File: src/rtl/spmv_row_sequencer.sv
// CSR row sequencer: walks the row-pointer word, fetches packed column-index
// and FP16 value words through a single SRAM read port (one-word caches for
// each), and streams one non-zero per handshake tagged with its row.
module spmv_row_sequencer #(
  parameter int ADDR_W = 5,
  parameter int DATA_W = 256
) (
  input  logic              i_clk,
  input  logic              i_rstn,
  input  logic              i_start,
  input  logic [4:0]        i_num_rows,
  input  logic [ADDR_W-1:0] i_ptr_addr,
  input  logic [ADDR_W-1:0] i_col_addr,
  input  logic [ADDR_W-1:0] i_val_addr,
  output logic              o_rd_en,
  output logic [ADDR_W-1:0] o_rd_addr,
  input  logic [DATA_W-1:0] i_rd_data,
  output logic              o_nz_valid,
  input  logic              i_nz_ready,
  output logic [4:0]        o_nz_row,
  output logic [3:0]        o_nz_col,
  output logic [15:0]       o_nz_val,
  output logic              o_row_done,
  output logic [4:0]        o_done_row,
  output logic              o_busy,
  output logic              o_done
);

  typedef enum logic [3:0] {
    S_IDLE, S_PTR_RD, S_PTR_CAP, S_ROW_SETUP, S_COL_RD, S_COL_CAP,
    S_VAL_RD, S_VAL_CAP, S_EMIT, S_ROW_END, S_DONE
  } state_t;

  state_t            state_q, state_d;
  logic [4:0]        num_rows_q, row_q;
  logic [ADDR_W-1:0] col_addr_q, val_addr_q, ptr_addr_q;
  logic [DATA_W-1:0] ptr_word_q, col_word_q, val_word_q;
  logic [ADDR_W-1:0] col_tag_q, val_tag_q;
  logic              col_vld_q, val_vld_q;
  logic [7:0]        k_q, end_q;
  logic              done_q;

  logic [7:0]        p_r, p_r1, k_chk;
  logic [ADDR_W-1:0] col_need, val_need;
  logic              col_hit, val_hit, row_last;

  assign p_r      = ptr_word_q[{row_q, 3'b000} +: 8];
  assign p_r1     = ptr_word_q[{row_q + 5'd1, 3'b000} +: 8];
  assign row_last = (row_q + 5'd1) == num_rows_q;

  // Cache lookup uses the index that will be current after this cycle:
  // the row start in ROW_SETUP, the successor index in EMIT.
  always_comb begin
    k_chk = k_q;
    if (state_q == S_ROW_SETUP) k_chk = p_r;
    else if (state_q == S_EMIT) k_chk = k_q + 8'd1;
    col_need = col_addr_q + ADDR_W'(k_chk[7:6]);
    val_need = val_addr_q + ADDR_W'(k_chk[7:4]);
    col_hit  = col_vld_q && (col_tag_q == col_need);
    val_hit  = val_vld_q && (val_tag_q == val_need);
  end

  // State register.
  always_ff @(posedge i_clk or negedge i_rstn) begin
    if (!i_rstn) state_q <= S_IDLE;
    else         state_q <= state_d;
  end

  // Next-state logic; column fetch always precedes value fetch.
  always_comb begin
    state_d = state_q;
    case (state_q)
      S_IDLE:      if (i_start) state_d = (i_num_rows == 5'd0) ? S_DONE : S_PTR_RD;
      S_PTR_RD:    state_d = S_PTR_CAP;
      S_PTR_CAP:   state_d = S_ROW_SETUP;
      S_ROW_SETUP: begin
        if (p_r1 <= p_r)   state_d = S_ROW_END;
        else if (!col_hit) state_d = S_COL_RD;
        else if (!val_hit) state_d = S_VAL_RD;
        else               state_d = S_EMIT;
      end
      S_COL_RD:    state_d = S_COL_CAP;
      S_COL_CAP:   state_d = val_hit ? S_EMIT : S_VAL_RD;
      S_VAL_RD:    state_d = S_VAL_CAP;
      S_VAL_CAP:   state_d = S_EMIT;
      S_EMIT: begin
        if (i_nz_ready) begin
          if ((k_q + 8'd1) == end_q) state_d = S_ROW_END;
          else if (!col_hit)         state_d = S_COL_RD;
          else if (!val_hit)         state_d = S_VAL_RD;
          else                       state_d = S_EMIT;
        end
      end
      S_ROW_END:   state_d = row_last ? S_DONE : S_ROW_SETUP;
      S_DONE:      state_d = S_IDLE;
      default:     state_d = S_IDLE;
    endcase
  end

  // Datapath registers: latched inputs, pointer word, caches, row/index counters.
  always_ff @(posedge i_clk or negedge i_rstn) begin
    if (!i_rstn) begin
      num_rows_q <= '0;
      row_q      <= '0;
      ptr_addr_q <= '0;
      col_addr_q <= '0;
      val_addr_q <= '0;
      ptr_word_q <= '0;
      col_word_q <= '0;
      val_word_q <= '0;
      col_tag_q  <= '0;
      val_tag_q  <= '0;
      col_vld_q  <= 1'b0;
      val_vld_q  <= 1'b0;
      k_q        <= '0;
      end_q      <= '0;
      done_q     <= 1'b0;
    end else begin
      done_q <= (state_q == S_DONE);
      case (state_q)
        S_IDLE: if (i_start) begin
          num_rows_q <= i_num_rows;
          ptr_addr_q <= i_ptr_addr;
          col_addr_q <= i_col_addr;
          val_addr_q <= i_val_addr;
          row_q      <= '0;
          col_vld_q  <= 1'b0;
          val_vld_q  <= 1'b0;
        end
        S_PTR_CAP:   ptr_word_q <= i_rd_data;
        S_ROW_SETUP: begin
          k_q   <= p_r;
          end_q <= p_r1;
        end
        S_COL_CAP: begin
          col_word_q <= i_rd_data;
          col_tag_q  <= col_need;
          col_vld_q  <= 1'b1;
        end
        S_VAL_CAP: begin
          val_word_q <= i_rd_data;
          val_tag_q  <= val_need;
          val_vld_q  <= 1'b1;
        end
        S_EMIT:    if (i_nz_ready) k_q <= k_q + 8'd1;
        S_ROW_END: if (!row_last) row_q <= row_q + 5'd1;
        default: ;
      endcase
    end
  end

  // Outputs decoded from state; idle state drives everything to zero.
  always_comb begin
    o_busy     = (state_q != S_IDLE);
    o_rd_en    = (state_q == S_PTR_RD) || (state_q == S_COL_RD) || (state_q == S_VAL_RD);
    o_rd_addr  = '0;
    if (state_q == S_PTR_RD)      o_rd_addr = ptr_addr_q;
    else if (state_q == S_COL_RD) o_rd_addr = col_need;
    else if (state_q == S_VAL_RD) o_rd_addr = val_need;
    o_nz_valid = (state_q == S_EMIT);
    o_nz_row   = o_nz_valid ? row_q : '0;
    o_nz_col   = o_nz_valid ? col_word_q[{k_q[5:0], 2'b00} +: 4] : '0;
    o_nz_val   = o_nz_valid ? val_word_q[{k_q[3:0], 4'b0000} +: 16] : '0;
    o_row_done = (state_q == S_ROW_END);
    o_done_row = o_row_done ? row_q : '0;
    o_done     = done_q;
  end

endmodule

File: config.mk
export PLATFORM = sky130hd
export DESIGN_NAME = spmv_row_sequencer
export DESIGN_NICKNAME = d
export VERILOG_FILES = /design/src/rtl/spmv_row_sequencer.sv
export SDC_FILE = /design/constraint.sdc
export NUM_CORES = 2
export LEC_CHECK = 0
export ABC_CLOCK_PERIOD_IN_PS = 6900
export BUFFER_PORTS_ARGS = -buffer_cell sky130_fd_sc_hd__buf_4
export CORE_ASPECT_RATIO = 1.1
export CORE_MARGIN = 4
export CORE_UTILIZATION = 60
export DETAILED_ROUTE_END_ITERATION = 10
export PLACE_DENSITY = 0.8
export SLEW_MARGIN = 20
export SYNTH_ARGS = -nofsm -noshare
export SYNTH_HDL_FRONTEND = slang
export SYNTH_SLANG_ARGS = --single-unit
File: constraint.sdc
create_clock -name i_clk -period 6.9 [get_ports i_clk]
set_clock_uncertainty 0.2 [all_clocks]
set_input_delay 2.07 -clock i_clk [delete_from_list [all_inputs] [get_ports i_clk]]
set_output_delay 2.07 -clock i_clk [all_outputs]
set_load 0.005 [all_outputs]
==> metrics.txt <==
status finished, final reports clean; number of synthesized flops with an enable pin 0; post-synthesis cell count 2489; Worst R2R Setup Slack 1590 ps; met2 usage 0.507; final hold viol count 0; Max Slew Vio Count 0; Top Ports 320; multi-input logic area 18400 µm²; Port Buffers 319; synthesized cell area 39800 µm²; asr flop ratio synth 1.00; FP Rows 98; crit path cell chain buf_4, mux4_2, mux4_2, mux2i_1, buf_4, nor2_1, a211o_1, ha_1, fa_1, nand3_1, xor2_1, o221ai_1, buf_4; Reg2Reg Depth 15; crit path kind reg -> out; Max-Cap Viols 0; vias per cell 6.68; area of the core 65400 µm²; average size of a mapped cell 16.0 µm²; post-route ant nets 0; first-pass GRT wire length 170000 µm; min-delay worst type reg -> reg; grt met1 use 0.458; CP Data Required Time 4630 ps; Total Power 23.5 mW; Post-Route WL 113000 µm; full die area 70600 µm²; CTS buffer count 86; WL per Instance 30.5 µm; Final Cycle Share 0.988; Slowest-stage cell, CP dfrtp_4; crit path DAT 4550 ps; WHS 283 ps; antenna violations before repair 19; FF-to-FF Start row_q[1]; Worst Setup SP row_q[0]; P&R area growth vs syn 16.2%; DRC Markers 0; fmax 147 MHz; GRT Residual Overflow 0; Synthesis Warnings 0; startpoint type of the worst setup path flop; largest net degree at the start of global routing 199; flops & latches, synth 826; post-synthesis sequential area ratio 0.519; Filler Cells Inserted 4237; Clock Path Buffers 3; Util after Layout 0.708; maximum VDD drop 0.299 mV; Synth Flop Type dfrtp_1; share of layout cells above drive strength 1 0.578; RSZ-0062 raised after global routing false; power per cell area 508 nW/µm²; First-pass DRT Iterations 5; vias in the first global route 26400; post-synthesis cell type count 53; syn_nets 2787; critical-path maximum fanout 8; htree depth 3; slowest cell delay on critical path 580 ps; Root Buffer clkbuf_16; post-DP HPWL 80000 µm; Crit path top cell by count buf_4; Routability Congestion 0.873; leakage dissipation 19.5 nW; r2r endpoint state_q[2]; clock slew seen by the registers of the worst setup and hold paths 60 ps; worst-skew pair later-pin latency 640 ps; GRT Resource Usage Total 0.324; die height 278 µm; nets@finish 3087; GRT met3 Usage 0.0638; Reg area 20700 µm²; die width 254 µm; via count 24800; crit path capture o_rd_addr[4]; final count of negative-setup-slack endpoints 0; Setup TNS 0 ps; Final Critical Period 6820 ps; Initial Utilization 0.609; initial drt markers 2338; crit end category output pin; layer with the highest usage met2; measured slew at the worst slew-check pin 1080 ps; clk sinks 826; Slew Limit Headroom 0.279; CTS tree done
==> cells in the final DEF (no fill, tap or decap), types with 4 or more instances in the layout <==
| master | instances |
|---|---|
| and2_1 | 25 |
| ha_1 | 15 |
| buf_12 | 14 |
| nor3_1 | 9 |
| mux2_2 | 780 |
| inv_1 | 8 |
| clkinvlp_4 | 4 |
| a211o_1 | 4 |
| xnor2_1 | 16 |
| buf_4 | 374 |
| bufinv_16 | 8 |
| nand2_1 | 116 |
| nor2_1 | 28 |
| a21oi_1 | 19 |
| nor4_1 | 6 |
| mux4_2 | 321 |
| clkbuf_1 | 20 |
| o21ai_0 | 24 |
| nand3_1 | 11 |
| mux2i_1 | 7 |
| and3_1 | 9 |
| dfrtp_1 | 819 |
| nand2b_1 | 8 |
| dfrtp_4 | 4 |
| xor2_1 | 8 |
| nor2b_1 | 6 |
| clkbuf_16 | 89 |
| nand4_1 | 5 |
| clkbuf_8 | 16 |
| clkinv_2 | 15 |
| diode_2 | 9 |
==> cell families (layout without fill, tap and decap cells) <==
kind of cell,count (synthesis),after routing,share of synthesized area
other,0,9,0
xor gates and xnor gates,31,31,0.00823
DFF,826,826,0.519
and+or+nand+nor,236,236,0.0276
adders and majority gates,18,18,0.00603
AOI/OAI and AO/OA,78,78,0.0127
buffers and inverters,187,554,0.0202
muxes,1113,1113,0.406
==> Yosys cell counts (4+ instances only) <==
cell type / instances / share of area
buf_1: 13 / 0.0012
and3_1: 9 / 0.0014
a21oi_1: 20 / 0.0025
dfrtp_1: 826 / 0.52
ha_1: 16 / 0.0050
nand3_1: 12 / 0.0015
a211o_1: 4 / 0.00088
mux2_2: 780 / 0.22
mux4_2: 321 / 0.18
nand2b_1: 8 / 0.0013
inv_1: 8 / 0.00075
nand2_1: 116 / 0.011
buf_2: 29 / 0.0036
nand4_1: 5 / 0.00079
nor2b_1: 6 / 0.00094
buf_4: 4 / 0.00075
buf_6: 7 / 0.0020
clkbuf_1: 126 / 0.012
xor2_1: 9 / 0.0020
nor4_1: 6 / 0.00094
xnor2_1: 18 / 0.0040
mux2i_1: 9 / 0.0023
nor2_1: 29 / 0.0027
o21ai_0: 24 / 0.0030
and2_1: 25 / 0.0039
nor3_1: 10 / 0.0013
==> state kept, by name (all words and copies together) (netlist names), 8 cells and up <==
register	flops
k_q	8
end_q	8
val_word_q	256
ptr_word_q	256
col_word_q	256
==> how the worst min path moves through the flow <==
stage,from,endpoint,slack [ps],depth (start not counted)
floorplan,ptr_addr_q[0],ptr_addr_q[0],250,2
global placement,ptr_addr_q[0],ptr_addr_q[0],260,2
detailed placement,col_vld_q,col_vld_q,270,2
CTS,col_vld_q,col_vld_q,290,2
global route,val_word_q[106],val_word_q[106],300,1
finish,col_vld_q,col_vld_q,280,2
==> layout make-up <==
class | instances | area share
multi-input cells | 1476 | 0.398
inverters | 8 | 0.000649
diodes | 9 | 0.000486
flip-flops and latches | 826 | 0.447
clock buffers | 125 | 0.0545
repair buffers | 391 | 0.0682
well taps | 850 | 0.0230
clock inverters | 30 | 0.00827
==> metal layers <==
layer,vias up,routed length (µm)
li1,10100,-
met4,8,4640
met2,1153,55100
met5,-,61
met3,216,8560
met1,13400,45000
==> where the power goes <==
part	total, mW	leakage [nW]	internal [mW]	switching (mW)
Sequential	9.08	9.84	7.31	1.78
Clock	4.79	1.43	2.84	1.95
Combinational	9.64	8.25	5.57	4.07
==> through the flow <==
step	cells	worst slack (ps)	area (µm²)
final	3715	84.7	46300
after global routing	3715	4.34	46300
after CTS	3693	45.7	46100
after detailed placement	3530	457	43200
after global placement	3530	503	43200
after floorplan	2489	1130	39800
==> what timing repair did <==
action	4_1_cts	5_1_grt
hold buffers	0	0
cloned	0	0
endpoints found under the hold margin	0	0
setup endpoints to repair	4	3
setup buffers	8	12
gates resized for setup	0	5
==> worst max-delay path: cells and delay by family, from the launching register on <==
| kind | cells | cell delay (ps) |
|---|---|---|
| compound gates | 2 | 450 |
| mux | 3 | 1200 |
| simple gates | 2 | 180 |
| fa+ha+maj | 2 | 710 |
| xor+xnor | 1 | 220 |
| flops | 1 | 580 |
| buf+inv | 3 | 560 |
(Power assumes the default switching activity.)
